## src/rtl/dcim_pkg.sv

```systemverilog
// Shared definitions for the DCIM output stage: FSM state encodings and the
// beat-counter width helper.
package dcim_pkg;

  // Legacy-compatible state encodings for the shift-accumulator FSM.
  localparam logic [1:0] StIdle = 2'd0;
  localparam logic [1:0] StAcc  = 2'd1;
  localparam logic [1:0] StHold = 2'd2;

  // Width of a counter that must hold values 0..n-1; never narrower than one bit.
  function automatic int unsigned cnt_width(input int unsigned n);
    return (n > 2) ? $clog2(n) : 1;
  endfunction

endpackage

```

## src/rtl/se_acc_lane.sv

```systemverilog
// One lane of the sign-extending shift-accumulator: sign extension, shift,
// add/negate datapath and the accumulator register.
// Optional saturation with sticky overflow flag when ACC_SAT_EN is defined;
// otherwise the sum wraps modulo 2^ACC_W and ovf_o is tied low.
module se_acc_lane #(
  parameter int unsigned IN_W  = 27,
  parameter int unsigned ACC_W = 51
) (
  input  logic             clk,
  input  logic             rst,
  input  logic             first_i,  // accepted MSB beat: overwrite accumulator
  input  logic             beat_i,   // accepted later beat: shift and add
  input  logic             neg_i,    // MSB beat carries negative weight
  input  logic [IN_W-1:0]  psum_i,
  output logic [ACC_W-1:0] acc_o,
  output logic             ovf_o
);

  logic [ACC_W-1:0] acc_q, acc_d;
  logic [ACC_W-1:0] ext, shl, sum;

  assign ext = {{(ACC_W - IN_W){psum_i[IN_W-1]}}, psum_i};
  assign shl = acc_q << 1;
  assign sum = shl + ext;

`ifdef ACC_SAT_EN
  logic ovf_q, ovf_d;
  logic shift_ovf, add_ovf, true_neg;

  // Next accumulator with clamping; a saturated lane holds its clamp value.
  always_comb begin
    shift_ovf = acc_q[ACC_W-1] ^ acc_q[ACC_W-2];
    add_ovf   = (shl[ACC_W-1] == ext[ACC_W-1]) && (sum[ACC_W-1] != shl[ACC_W-1]);
    // A lost shift bit dominates: |p| is too small to pull the value back in range.
    true_neg  = shift_ovf ? acc_q[ACC_W-1] : shl[ACC_W-1];
    acc_d     = acc_q;
    ovf_d     = ovf_q;
    if (first_i) begin
      acc_d = neg_i ? -ext : ext;
      ovf_d = 1'b0;
    end else if (beat_i) begin
      if (ovf_q) begin
        acc_d = acc_q;
      end else if (shift_ovf || add_ovf) begin
        acc_d = true_neg ? {1'b1, {(ACC_W-1){1'b0}}} : {1'b0, {(ACC_W-1){1'b1}}};
        ovf_d = 1'b1;
      end else begin
        acc_d = sum;
      end
    end
  end

  // Sticky overflow flag, cleared by the next first beat.
  always_ff @(posedge clk or posedge rst) begin
    if (rst) ovf_q <= 1'b0;
    else     ovf_q <= ovf_d;
  end

  assign ovf_o = ovf_q;
`else
  // Next accumulator, wrapping modulo 2^ACC_W.
  always_comb begin
    acc_d = acc_q;
    if (first_i)     acc_d = neg_i ? -ext : ext;
    else if (beat_i) acc_d = sum;
  end

  assign ovf_o = 1'b0;
`endif

  // Accumulator register; holds through gaps, HOLD and IDLE.
  always_ff @(posedge clk or posedge rst) begin
    if (rst) acc_q <= '0;
    else     acc_q <= acc_d;
  end

  assign acc_o = acc_q;

endmodule

```

## src/rtl/se_shift_acc.sv

```systemverilog
// Multi-lane sign-extending shift-accumulator for bit-serial DCIM outputs.
// One signed partial sum per lane per beat, MSB beat first; after NBITS beats
// the per-lane result is held on a valid/ready output.
// Define ACC_SAT_EN to enable per-lane saturation and out_ovf flags.
module se_shift_acc
  import dcim_pkg::*;
#(
  parameter int unsigned IN_W  = 27,
  parameter int unsigned ACC_W = 51,
  parameter int unsigned NBITS = 8,
  parameter int unsigned CH    = 4
) (
  input  logic              clk,
  input  logic              rst,
  input  logic              in_valid,
  output logic              in_ready,
  input  logic [CH*IN_W-1:0]  in_psum,
  input  logic              in_signed,
  output logic              out_valid,
  input  logic              out_ready,
  output logic [CH*ACC_W-1:0] out_sum,
  output logic [CH-1:0]     out_ovf,
  output logic              busy
);

  localparam int unsigned   CntW    = cnt_width(NBITS);
  localparam logic [CntW-1:0] CntLast = CntW'(NBITS - 1);

  if (ACC_W < IN_W + 1) begin : g_bad_acc_w
    $error("se_shift_acc: ACC_W must be at least IN_W+1");
  end
  if (NBITS < 2) begin : g_bad_nbits
    $error("se_shift_acc: NBITS must be at least 2");
  end

  logic [1:0]      state_q, state_d;
  logic [CntW-1:0] cnt_q, cnt_d;
  logic            first_beat, next_beat;

  assign in_ready   = (state_q != StHold);
  assign out_valid  = (state_q == StHold);
  assign busy       = (state_q != StIdle);
  assign first_beat = in_valid && (state_q == StIdle);
  assign next_beat  = in_valid && (state_q == StAcc);

  // FSM and beat counter next-state.
  always_comb begin
    state_d = state_q;
    cnt_d   = cnt_q;
    unique case (state_q)
      StIdle: begin
        if (in_valid) begin
          state_d = StAcc;
          cnt_d   = CntW'(1);
        end
      end
      StAcc: begin
        if (in_valid) begin
          if (cnt_q == CntLast) begin
            state_d = StHold;
            cnt_d   = '0;
          end else begin
            cnt_d = cnt_q + CntW'(1);
          end
        end
      end
      StHold: begin
        if (out_ready) state_d = StIdle;
      end
      default: begin
        state_d = StIdle;
        cnt_d   = '0;
      end
    endcase
  end

  // FSM and beat counter registers.
  always_ff @(posedge clk or posedge rst) begin
    if (rst) begin
      state_q <= StIdle;
      cnt_q   <= '0;
    end else begin
      state_q <= state_d;
      cnt_q   <= cnt_d;
    end
  end

  // in_signed only matters on the first beat, so it feeds the lanes directly
  // and later changes have no effect.
  for (genvar i = 0; i < CH; i++) begin : g_lane
    se_acc_lane #(
      .IN_W  (IN_W),
      .ACC_W (ACC_W)
    ) u_lane (
      .clk     (clk),
      .rst     (rst),
      .first_i (first_beat),
      .beat_i  (next_beat),
      .neg_i   (in_signed),
      .psum_i  (in_psum[i*IN_W +: IN_W]),
      .acc_o   (out_sum[i*ACC_W +: ACC_W]),
      .ovf_o   (out_ovf[i])
    );
  end

endmodule
```

## config.mk

```make
export PLATFORM = sky130hd
export DESIGN_NAME = se_shift_acc
export DESIGN_NICKNAME = d
export VERILOG_FILES = /design/src/rtl/dcim_pkg.sv /design/src/rtl/se_acc_lane.sv /design/src/rtl/se_shift_acc.sv
export SDC_FILE = /design/constraint.sdc
export NUM_CORES = 1
export LEC_CHECK = 0
export BUFFER_PORTS_ARGS = -buffer_cell sky130_fd_sc_hd__buf_4
export CAP_MARGIN = 40
export CORE_ASPECT_RATIO = 0.5
export CORE_UTILIZATION = 30
export DETAILED_ROUTE_END_ITERATION = 16
export HOLD_SLACK_MARGIN = 0.15
export SETUP_SLACK_MARGIN = 0.1
export SLEW_MARGIN = 20
export SYNTH_ARGS = -nofsm -noshare
export SYNTH_HDL_FRONTEND = slang
export SYNTH_SLANG_ARGS = --single-unit
```

## constraint.sdc

```tcl
create_clock -name clk -period 10.2 [get_ports clk]
set_input_delay 1.53 -clock clk [delete_from_list [all_inputs] [get_ports clk]]
set_output_delay 1.53 -clock clk [all_outputs]
set_load 0.05 [all_outputs]
```

=== After elaboration in Yosys (flattened, before gate mapping) ===
Cells that the tools add are included.

* Add/subtract/negate cells: 9
* Eq/ne operators: 8
* Muxes and demuxes: 21
* Bitwise logic cells: 1
* Reduce and logical (&&, ||, !) cells: 7

{| class="wikitable"
|+ Operator list
! kind !! number
|-
| two-way mux 51 bit || 12
|-
| adder 51 bit || 4
|-
| negator 51 bit || 4
|-
| two-way mux 3 bit || 3
|-
| case mux 3 bit (3 select lines) || 1
|-
| two-way mux 2 bit || 4
|-
| != test 2 bit, second input constant || 3
|-
| case mux 2 bit (3 select lines) || 1
|-
| != test 2 x 1 -> 1 bit, second input constant || 2
|-
| AND reduction 4 bit || 1
|-
| nonzero test 2 bit || 2
|-
| adder 3 x 1 -> 3 bit, second input constant || 1
|-
| equality test 3 bit, second input constant || 1
|-
| AND reduction 3 bit || 1
|-
| equality test 2 x 1 -> 1 bit, second input constant || 1
|-
| equality test 2 bit, second input constant || 1
|-
| logical AND 1 bit || 2
|-
| logical NOT 2 bit || 1
|-
| inverter 1 bit || 1
|}

* Register bits after elaboration: 209
* Word-level logic and storage cells: 52

=== Longest topological paths before layout ===
Gate-level depths: netlist (run 1).

* Depth in word-level cells: 4
* Mapped depth: 13

=== Cells and area by module ===
Synthesis (run 1) repeated with hierarchy kept, for this count alone.

* Cell total of the unflattened synthesis: 2826
* Area total of the unflattened synthesis: 22346.4 um2

{| class="wikitable"
|+ By module, submodules not included
! module !! times used !! cells each !! area an instance (um2)
|-
| se_acc_lane at g_lane[1].u_lane ... || 3 || 693 || 5462.7
|-
| se_acc_lane at g_lane[0].u_lane || 1 || 717 || 5650.4
|-
| se_shift_acc || 1 || 30 || 307.8
|}

=== Worst setup path after synthesis (run 1) ===
No wires, ideal clock.

* Path type: input -> register
* Start: in in_psum[93]
* End: reg g_lane[3].u_lane.acc_q[47]
* Setup time: 0.126 ns
* Data arrival time: 4.443 ns
* Data required time: 10.074 ns
* Path slack: 5.631 ns
* Stages: 12
* Path buffers: 0
* Cells stage by stage: ha_1 > and2_4 > a221o_1 > a221o_1 > or4b_4 > a21oi_2 > o21ai_2 > a41oi_2 > or2_2 > a31o_4 > o31ai_1 > a221o_1

* Word-level cells in the longest chain between the ends: 3
* Elaborated cells between the ends (all ways): 5

{| class="wikitable"
|+ RTL lines
! element !! line !! RTL
|-
| from (decl) || se_shift_acc.sv:17 || <nowiki>input logic [CH*IN_W-1:0] in_psum,</nowiki>
|-
| adder 51 bit / negator 51 bit (equally long branches) || se_acc_lane.sv:24, se_acc_lane.sv:64 ||
|-
| two-way mux 51 bit, on equally long branches || se_acc_lane.sv:65, se_acc_lane.sv:64 ||
|-
| two-way mux 51 bit (*) || se_acc_lane.sv:64 || <nowiki>if (first_i) acc_d = neg_i ? -ext : ext;</nowiki>
|-
| to (signal assigned) || se_acc_lane.sv:73 || <nowiki>if (rst) acc_q <= '0;</nowiki>
|-
| to (signal assigned) || se_acc_lane.sv:74 || <nowiki>else acc_q <= acc_d;</nowiki>
|-
| to (decl) || se_acc_lane.sv:19 || <nowiki>logic [ACC_W-1:0] acc_q, acc_d;</nowiki>
|}

Mark *: on every way between the ends. The rest lies on a longest branch, timed or not. The select of a mux whose other input is x is not followed.
A chain may end at the register's enable or synchronous reset.

=== Worst setup path after layout (run 1) ===
* Start: in in_psum[82]
* End: reg g_lane[3].u_lane.acc_q[49]

Same word-level chain as after synthesis.

==> metrics.cfg, run 1 <==
[timing]
finalSetupTns_ns = 0
fin_crit_sh_pct = 45.77
max_freq_ghz = 0.2142
worstMarginPinSlew_ns = 0.7565
finClkSkew_ns = 0.02115
rsz0062_at_grt = false
finalHoldViolations = 0
relSlewSlack_pct = 49.57
finalCriticalPeriod_ns = 4.669
setup_viol = 0
maxSlewViolCount = 0
fin_ws_ns = 5.531

[place]
port_buffers = 319
place_congestion = 0.9101
placed_area_um2 = 24520
place_ws_ns = 5.020
hpwl_mm = 53.94

[global_route]
overflow = 0
grt_use_met3_pct = 1.953
grtUsageMet2_pct = 33.57
grt-busiest-layer = met2
grt_pass1_wl_mm = 111.1
grt_use_total_pct = 18.97
antenna_found_initial = 10
grt_max_degree = 80
grt_pass1_vias = 20120
grt.met1_usage_pct = 23.42

[yosys]
synth_seq_cells = 209
synth_enable_flop_cells = 0
synth_ff_type = dfrtp_1
ys_types = 79
yosysWarnings = 0
synth_largest_area_cell = dfrtp_1
ys_seq_area_share_pct = 24.71
netlist_area_um2 = 21170
synth_top_area_share_pct = 24.71
synthArstFlopShare_pct = 100.0
synth_area_per_cell_um2 = 7.705
syn_inst = 2747
synth_area_leaders = dfrtp_1 (25%), ha_1 (12%), a21oi_1 (8.7%)

[floorplanning]
initial_core_util_pct = 30.53
die_area_um2 = 71690
coreArea_um2 = 69340
fp-row-count = 68
die_h_um = 189.8
dieWidth_um = 377.6
pin_count = 324

[route]
wl_mm = 70.84
drc = 0
vias_per_cell = 5.371
ant_nets = 0
wl_per_cell_um = 17.87
vias = 21290
drtPass1Iterations = 6
drt_iter0_markers = 1360

[min_path]
hp-class = reg2reg
hp-start = cnt_q[1]$_DFFE_PP0P_

[clocking]
cts_tree = done
clock_path_buffers = 3
cts.clk_slew.worst_paths_ns = 0.06
cts_resized = 0
clockRootBuffer = clkbuf_16
htree_levels = 1
clock_latency_ns = 0.58
ctsHoldBuffers = 0
numCtsBuffers = 27
cts_setup_buffers = 0
clock_sinks = 209

[power_and_ir_drop]
peakVddDrop_mv = 0.1970
total_power_uw = 9622
p_per_area_nw_per_um2 = 378.0
leakage_uw = 0.01145

[critical_path]
cp.required_ns = 10.63
path_class = in2reg
start_kind = input port
worstPathMaxFanout = 4
endpoint_kind = flip-flop
r2r-start = g_lane[3].u_lane.acc_o[0]$_DFFE_PP0P_
startpoint = in_psum[82]
worst_ep_arrival_time_ns = 5.10

[outcome]
outcome = finished clean

[final_layout]
areaGrowthSynthToFinish_pct = 20.27
register_area_um2 = 5234
fillers = 7208
multiInputGateArea_um2 = 15230
drive_above_1_share_pct = 13.99
fin_nets = 3311
stdcell_area_um2 = 25460

[run]
cap_violations = 0

## per-stage QoR
| stage | utilization, % | hold slack, ns | cells |
|---|---|---|---|
| 2_1_floorplan | - | 0.4698 | 2750 |
| 3_3_place_gp | 35.17 | 0.4795 | 3898 |
| 3_5_place_dp | 35.36 | 0.4931 | 3907 |
| 4_1_cts | 36.65 | 0.5065 | 3953 |
| 5_1_grt | 36.71 | 0.5408 | 3964 |
| 6_report | 36.71 | 0.5012 | 3964 |
## final timing paths
kind / depth (start not counted) / end / slack [ns]
setup / recovery: 14 / g_lane[3].u_lane.acc_o[49]$_DFFE_PP0P_ / 5.53
setup reg to reg: 13 / g_lane[3].u_lane.acc_o[49]$_DFFE_PP0P_ / 6.19
hold / removal: 1 / cnt_q[1]$_DFFE_PP0P_ / 0.50
hold reg to reg: 1 / cnt_q[1]$_DFFE_PP0P_ / 0.50
max in group asynchronous: 6 / g_lane[3].u_lane.acc_o[42]$_DFFE_PP0P_ / 7.33
min in group asynchronous: 2 / g_lane[1].u_lane.acc_o[13]$_DFFE_PP0P_ / 1.03
## where the power goes
part	switching [uW]	total [uW]	internal [uW]	leakage, uW
clock	418	1010	592	0.000435
combinational	4400	6930	2530	0.00848
sequential	429	1680	1250	0.00253
## synth_stat cells, drive strengths merged, types with 38 or more instances
cell type and number:
o21bai 44, dfrtp 209, xnor2 137, nor2 204
ha 202, nand2 274, clkbuf 117, nand4 38
a21oi 369, a21o 107, o21ai 340, xor2 137
o31ai 45, nand3 49, inv 60
## worst max-delay path, stage by stage
cell	delay, ns
buf_4	0.12
ha_1	0.23
fa_1	0.41
a21oi_1	0.23
o22ai_1	0.19
o2111ai_1	0.39
or4b_4	0.53
a21oi_2	0.27
o21ai_2	0.14
a41oi_2	0.31
o21ai_1	0.19
a311oi_2	0.30
xor2_1	0.18
o31ai_1	0.08
## registers in the layout (all words and copies together), names as in the netlist
name	flops
g_lane.u_lane.acc_o	204
cnt_q	3
state_q	2
## routing by layer
metal | wire [um] | vias to the layer above | part of all wire, %
li1 | - | 10520 | -
met1 | 30110 | 10130 | 43
met2 | 35430 | 490 | 50
met3 | 2420 | 150 | 3.4
met4 | 2880 | 0 | 4.1
met5 | 0 | - | 0
## layout by cell type, fill, tap and decap left out, types with 44 or more instances in the layout
master      n
a21o_1    107
a21oi_1   367
buf_4     335
dfrtp_1   208
ha_1      202
inv_1      59
nand2_1   273
nand3_1    49
nor2_1    204
o21ai_0   323
o21bai_1   44
o31ai_1    45
xnor2_1   137
xor2_1    137
## logic make-up after synthesis
logic type / Yosys count / share of synthesized area, %
AO/OA/AOI/OAI: 1090 / 30.87
other: 1 / 0.01772
AND/OR/NAND/NOR: 769 / 16.93
multiplexers: 7 / 0.3429
XOR/XNOR: 274 / 11.34
buffers and inverters: 191 / 3.476
flip-flops: 209 / 24.71
adder cells (fa/ha/maj): 206 / 12.32
## final cells by class
class                      count  share of cell area, %
multi-input combinational   2350                  59.84
sequential                   209                  20.56
timing repair buffer         344                  10.43
tap                          945                  4.645
clock buffer                  35                  2.969
inverter                      60                 0.9142
clock inverter                11                 0.5406
antenna                       10                0.09830
(Power assumes the default switching activity.)
==> inputs of run 2 (changes only) <==
==> constraint.sdc (replaced) <==
create_clock -name clk -period 4.15 [get_ports clk]
set_input_delay 0.6225 -clock clk [delete_from_list [all_inputs] [get_ports clk]]
set_output_delay 0.6225 -clock clk [all_outputs]
set_load 0.05 [all_outputs]
==> run 2 against run 1 <==
Net effect: cell area is 1.5% higher; first-iteration DRC count decreased by 4.3%; sequential power up 140%; critical path depth fell by 1; die area did not move; clock-buffer cell count is 6 higher; sequential share of layout area shrank 0.30 points; combinational power increased by 150%.
==> metrics.cfg, run 2 (synthesis results as in run 1) <==
[clocking]
cts.clk_slew.worst_paths_ns = 0.06  ; about the same
numCtsBuffers = 28  ; +3.7%
htree_levels = 1  ; unchanged
clock_latency_ns = 0.58  ; about the same
clock_sinks = 209  ; unchanged
clockRootBuffer = clkbuf_16
clock_path_buffers = 3  ; unchanged
cts_tree = done
cts_setup_buffers = 0  ; unchanged

[route]
drc = 0  ; unchanged
wl_per_cell_um = 17.80  ; -0.38%
wl_mm = 71.34  ; +0.70%
vias_per_cell = 5.310  ; -1.1%
ant_nets = 0  ; unchanged
drt_iter0_markers = 1302  ; -4.3%
drtPass1Iterations = 5  ; -1
vias = 21280  ; -0.052%

[global_route]
grt_pass1_vias = 20200  ; +0.42%
antenna_found_initial = 11  ; +1
grt_max_degree = 212  ; +170%
grt_pass1_wl_mm = 111.4  ; +0.21%
grt_use_total_pct = 19.12  ; +0.15 points
overflow = 0  ; unchanged

[power_and_ir_drop]
peakVddDrop_mv = 0.4756  ; +140%
p_sw_share_pct = 53.88  ; -0.68 points
p_per_area_nw_per_um2 = 931.0  ; +150%
clkPwrFrac_pct = 11.0  ; +0.5 points
seqPwrFrac_pct = 17.0  ; -0.5 points
power.internal_uw = 11090  ; +150%
leakage_uw = 0.01167  ; +2.0%
p_sw_uw = 12960  ; +150%
combinationalPowerShare_pct = 72.0  ; about the same

[timing]
max_freq_ghz = 0.2673
finClkSkew_ns = 0.01265  ; -0.008494 ns
maxSlewViolCount = 0  ; unchanged
rsz0062_at_grt = false
finalHoldViolations = 0  ; unchanged
worstMarginPinSlew_ns = 0.9039  ; +0.1474 ns
fin_crit_sh_pct = 90.16
finalSetupTns_ns = 0  ; unchanged
hold_slack_ns = 0.2425  ; -0.2587 ns
finalCriticalPeriod_ns = 3.742
relSlewSlack_pct = 39.74  ; -9.8 points
setup_viol = 0  ; unchanged

[place]
hpwl_mm = 53.93  ; about the same
placedCellCount = 3944  ; +0.95%
place_congestion = 0.9212  ; +1.2%
port_buffers = 319  ; unchanged

[critical_path]
path_buf_inv = 0  ; -1
cp.required_ns = 4.61  ; -6.02 ns
worstPathMaxFanout = 3  ; -1
cp_slowest_cell = or4b_4
cpPeakStageDelay_ns = 0.54  ; about the same
worst_ep_arrival_time_ns = 4.20  ; -0.90 ns
endpoint_kind = flip-flop
startpoint = g_lane[3].u_lane.acc_o[0]$_DFFE_PP0P_
worstPathCellList = ha_1, fa_1, a21oi_1, o22ai_1, o2111ai_1, or4b_4, a21oi_2, o21ai_2, a41oi_2, or2_2, a31o_4, o31ai_1, a221o_1
start_kind = flip-flop
path_class = reg2reg
r2r-start = g_lane[3].u_lane.acc_o[0]$_DFFE_PP0P_
crit_family = compound AO/OA/AOI/OAI gates

[final_layout]
layout_common_cells = buf_4 (375), a21oi_1 (367), o21ai_0 (323)
fin_nets = 3350  ; +1.2%
utilization_pct = 37.26  ; +0.55 points
fin_cells = 4007  ; +1.1%
areaGrowthSynthToFinish_pct = 22.06
drive_above_1_share_pct = 15.18  ; +1.2 points
largest_reg_flops = 204  ; unchanged
final_common_cell = buf_4

[floorplanning]
dieWidth_um = 377.6  ; unchanged
coreArea_um2 = 69340  ; unchanged
fp-row-count = 68  ; unchanged
die_area_um2 = 71690  ; unchanged
die_h_um = 189.8  ; unchanged
initial_core_util_pct = 30.53  ; unchanged
pin_count = 324  ; unchanged

[outcome]
outcome = finished clean

[min_path]
hp-class = in2reg
hp-start = out_ready

[run]
cap_violations = 0  ; unchanged

[run 2: cell types whose count changed in the layout (fill, tap and decap cells not counted)]
cell           previous run  this run
buf_4                   335       375
clkbuf_8                  5         9
buf_2                     3         0
buf_12                    3         5
buf_16                    2         0
clkbuf_16                27        29
clkinv_2                  5         4
diode_2                  10        11
dlygate4sd3_1             0         1
inv_8                     1         0
o41ai_1                  15        14
o41ai_2                   0         1
[run 2: repair_timing]
action | CTS | global route
resized for setup | 0 | 1
endpoints found under the hold margin | 3 | 0
hold buffers | 1 | 0
endpoints found under the setup margin | 0 | 1
[run 2: area by class of cell]
class	count	area, um^2
fillers	7206	43510
multi-input cells	2350	15240
flip-flops and latches	209	5234
repair buffers	382	2937
well taps	945	1182
clock buffers	41	860.8
inverters	60	229.0
clock inverters	9	125.1
diodes	11	27.53
[run 2: power groups by stage]
stage,Sequential [uW],Combinational [uW],Clock (uW)
after detailed placement,4140,17200,0
after global placement,4120,17100,0
after CTS,4120,17300,2710
after floorplan,7190,9250,0
final,4100,17300,2640
after global routing,4230,18800,2780
[run 2: worst register-to-register path, stage by stage, from the launching register on]
cell and delay (ns):
dfrtp_1 0.40, ha_1 0.24, fa_1 0.42, a21oi_1 0.21, o22ai_1 0.15, o2111ai_1 0.30
or4b_4 0.54, a21oi_2 0.21, o21ai_2 0.12, a41oi_2 0.28, or2_2 0.20, a31o_4 0.16
o31ai_1 0.07, a221o_1 0.32
[run 2: through the flow]
step | area, um^2 | power [uW] | setup WS (ns)
2_1_floorplan | 21180 | 16440 | 0.4526
3_3_place_gp | 24740 | 21190 | 0.1494
3_5_place_dp | 24790 | 21300 | 0.08630
4_1_cts | 25780 | 24090 | 0.4296
5_1_grt | 25840 | 25860 | 0.1177
6_report | 25840 | 24050 | 0.4084
[run 2: worst paths after layout]
kind | endpoint | depth (start not counted) | slack, ns
max | g_lane[3].u_lane.acc_o[47]$_DFFE_PP0P_ | 13 | 0.41
min | state_q[1]$_DFFE_PP0P_ | 2 | 0.24
max reg2reg | g_lane[3].u_lane.acc_o[47]$_DFFE_PP0P_ | 13 | 0.41
min reg2reg | cnt_q[1]$_DFFE_PP0P_ | 1 | 0.50
max in group asynchronous | g_lane[0].u_lane.acc_o[9]$_DFFE_PP0P_ | 5 | 2.71
min in group asynchronous | g_lane[1].u_lane.acc_o[40]$_DFFE_PP0P_ | 3 | 0.52
[run 2: per-layer routing]
metal,share of wire [%],track usage [%],up-vias
met5,0,0,-
met4,4.9,9.475,0
met3,3.3,2.097,149
met2,49,32.96,418
met1,43,23.74,10100
li1,-,-,10610
==> inputs of run 3 (changes only) <==
--- a/config.mk
+++ b/config.mk
@@ -11,6 +11,7 @@
 export CORE_UTILIZATION = 30
 export DETAILED_ROUTE_END_ITERATION = 16
 export HOLD_SLACK_MARGIN = 0.15
+export RECOVER_POWER = 50
 export SETUP_SLACK_MARGIN = 0.1
 export SLEW_MARGIN = 20
 export SYNTH_ARGS = -nofsm -noshare
==> run 3 against run 2 <==
Net effect: the run now ends with capacitance limit, slew limit left; sequential power about the same; combinational power down 2%; critical path depth stayed put; clock-buffer cell count is the same; setup slack got worse by 0.012 ns; die area stayed put; clock power about the same; power fell by 1.8%; first-iteration DRC count rose by 4.5%; fmax fell by 0.32%; worst hold slack improved by 0.00098 ns; routed wire length decreased by 0.19%; highest routed layer unchanged.
==> metrics.cfg, run 3 (synthesis results as in run 1) <==
[outcome]
outcome = finished with violations
violations = capacitance limit, slew limit

[critical_path]
worstPathMaxFanout = 3  ; unchanged
cp.required_ns = 4.61  ; about the same
rrSetupSlack_ns = 0.40  ; about the same
worst_ep_arrival_time_ns = 4.21  ; about the same
endpoint_kind = flip-flop
path_class = reg2reg
start_kind = flip-flop

[floorplanning]
die_area_um2 = 71690  ; unchanged
pin_count = 324  ; unchanged
die_h_um = 189.8  ; unchanged
coreArea_um2 = 69340  ; unchanged
initial_core_util_pct = 30.53  ; unchanged
fp-row-count = 68  ; unchanged
dieWidth_um = 377.6  ; unchanged

[min_path]
hp-class = in2reg

[route]
drtPass1Iterations = 6  ; +1
vias_per_cell = 5.304  ; -0.11%
wl_per_cell_um = 17.77  ; -0.19%
drc = 0  ; unchanged
vias = 21250  ; -0.11%
wl_mm = 71.21  ; -0.19%
ant_nets = 0  ; unchanged
drt_iter0_markers = 1360  ; +4.5%

[global_route]
grt_max_degree = 212  ; unchanged
grt_use_total_pct = 19.12  ; unchanged
overflow = 0  ; unchanged
grt-busiest-layer = met2
antenna_found_initial = 11  ; unchanged
grt_pass1_vias = 20200  ; unchanged
grtUsageMet2_pct = 32.96  ; unchanged
grt_use_met3_pct = 2.097  ; unchanged
grt.met1_usage_pct = 23.74  ; unchanged
grt_pass1_wl_mm = 111.4  ; unchanged

[place]
place_congestion = 0.9212  ; unchanged
hpwl_mm = 53.93  ; unchanged
port_buffers = 319  ; unchanged
placed_area_um2 = 24790  ; unchanged

[timing]
relSlewSlack_pct = -34.38  ; -74 points
finalHoldViolations = 0  ; unchanged
finalCriticalPeriod_ns = 3.754  ; +0.01215 ns
setup_viol = 0  ; unchanged
worstMarginPinSlew_ns = 2.016  ; +1.112 ns
finClkSkew_ns = 0.01224  ; -0.0004175 ns
maxSlewViolCount = 65  ; +65
rsz0062_at_grt = false
finalSetupTns_ns = 0  ; unchanged
max_freq_ghz = 0.2664  ; -0.32%
fin_crit_sh_pct = 90.45  ; +0.29 points

[power_and_ir_drop]
leakage_uw = 0.01129  ; -3.3%
total_power_uw = 23620  ; -1.8%
p_per_area_nw_per_um2 = 928.3  ; -0.29%
peakVddDrop_mv = 0.4449  ; -6.4%

[clocking]
clock_latency_ns = 0.58  ; about the same
clockRootBuffer = clkbuf_16
clock_sinks = 209  ; unchanged
cts.clk_slew.worst_paths_ns = 0.06  ; about the same
cts_setup_buffers = 0  ; unchanged
clock_path_buffers = 3  ; unchanged
htree_levels = 1  ; unchanged
cts_tree = done
numCtsBuffers = 28  ; unchanged

[final_layout]
layout_common_cells = a21oi_1 (367), o21ai_0 (323), nand2_1 (273), buf_4 (273), dfrtp_1 (208)
fillers = 7275  ; +0.96%
drive_above_1_share_pct = 11.86  ; -3.3 points
largest_reg_flops = 204  ; unchanged
final_common_cell = a21oi_1
fin_nets = 3350  ; unchanged
stdcell_area_um2 = 25440  ; -1.5%
areaGrowthSynthToFinish_pct = 20.19

[run]
cap_violations = 2  ; +2

-- run 3: cell count changes in the layout (fill, tap and decap cells not counted), sizes merged --
| cell | before | now |
|---|---|---|
| clkbuf | 41 | 144 |
| buf | 381 | 278 |
-- run 3: worst paths after layout --
path | startpoint | end | cells past startpoint
setup / recovery | g_lane[3].u_lane.acc_o[0]$_DFFE_PP0P_ | g_lane[3].u_lane.acc_o[47]$_DFFE_PP0P_ | 13
hold / removal | out_ready | state_q[1]$_DFFE_PP0P_ | 2
setup reg to reg | g_lane[3].u_lane.acc_o[0]$_DFFE_PP0P_ | g_lane[3].u_lane.acc_o[47]$_DFFE_PP0P_ | 13
hold reg to reg | cnt_q[1]$_DFFE_PP0P_ | cnt_q[1]$_DFFE_PP0P_ | 1
max in group asynchronous | rst | g_lane[0].u_lane.acc_o[9]$_DFFE_PP0P_ | 5
min in group asynchronous | rst | g_lane[1].u_lane.acc_o[40]$_DFFE_PP0P_ | 3
-- run 3: area by class of cell --
cell class	instances	area, um^2	area share [%]
Multi-Input combinational cell	2350	15240	59.91
Sequential cell	209	5234	20.57
Timing Repair Buffer	382	2542	9.994
Tap cell	945	1182	4.648
Clock buffer	41	860.8	3.384
Inverter	60	226.5	0.8902
Clock inverter	9	125.1	0.4918
Antenna cell	11	27.53	0.1082
-- run 3: what timing repair did --
item                                    in CTS  in global routing
endpoints found under the setup margin       0                  1
hold buffers                                 1                  0
resized for setup                            0                  1
endpoints found under the hold margin        3                  0
-- run 3: routing by layer --
layer	routed length [um]	vias to the layer above	share of wire, %
met4	3344	0	4.7
met1	30900	10090	43
met2	34690	415	49
li1	-	10610	-
met5	0	-	0
met3	2270	139	3.2
-- run 3: where the power goes --
part           internal, uW  leakage, uW  switching (uW)
registers              3080      0.00253            1010
clock network          1610     0.000484            1040
logic                  6000      0.00827           10900
total                 10700       0.0113           12900
-- run 3: metrics by stage --
| stage | util, % | hold WS [ns] | setup slack, ns | cells |
|---|---|---|---|---|
| 2_1_floorplan | - | 0.4698 | 0.4526 | 2750 |
| 3_3_place_gp | 35.67 | 0.4802 | 0.1494 | 3940 |
| 3_5_place_dp | 35.74 | 0.4931 | 0.08630 | 3944 |
| 4_1_cts | 37.18 | 0.2134 | 0.4296 | 3995 |
| 5_1_grt | 36.69 | 0.2685 | 0.1177 | 4007 |
| 6_report | 36.69 | 0.2435 | 0.3963 | 4007 |
-- run 3: worst max-delay path: stages, from the launching register on --
cell and delay, ns:
dfrtp_1 0.40, ha_1 0.24, fa_1 0.43, a21oi_1 0.21, o22ai_1 0.15, o2111ai_1 0.30
or4b_4 0.54, a21oi_2 0.21, o21ai_2 0.12, a41oi_2 0.27, or2_2 0.20, a31o_4 0.16
o31ai_1 0.07, a221o_1 0.32
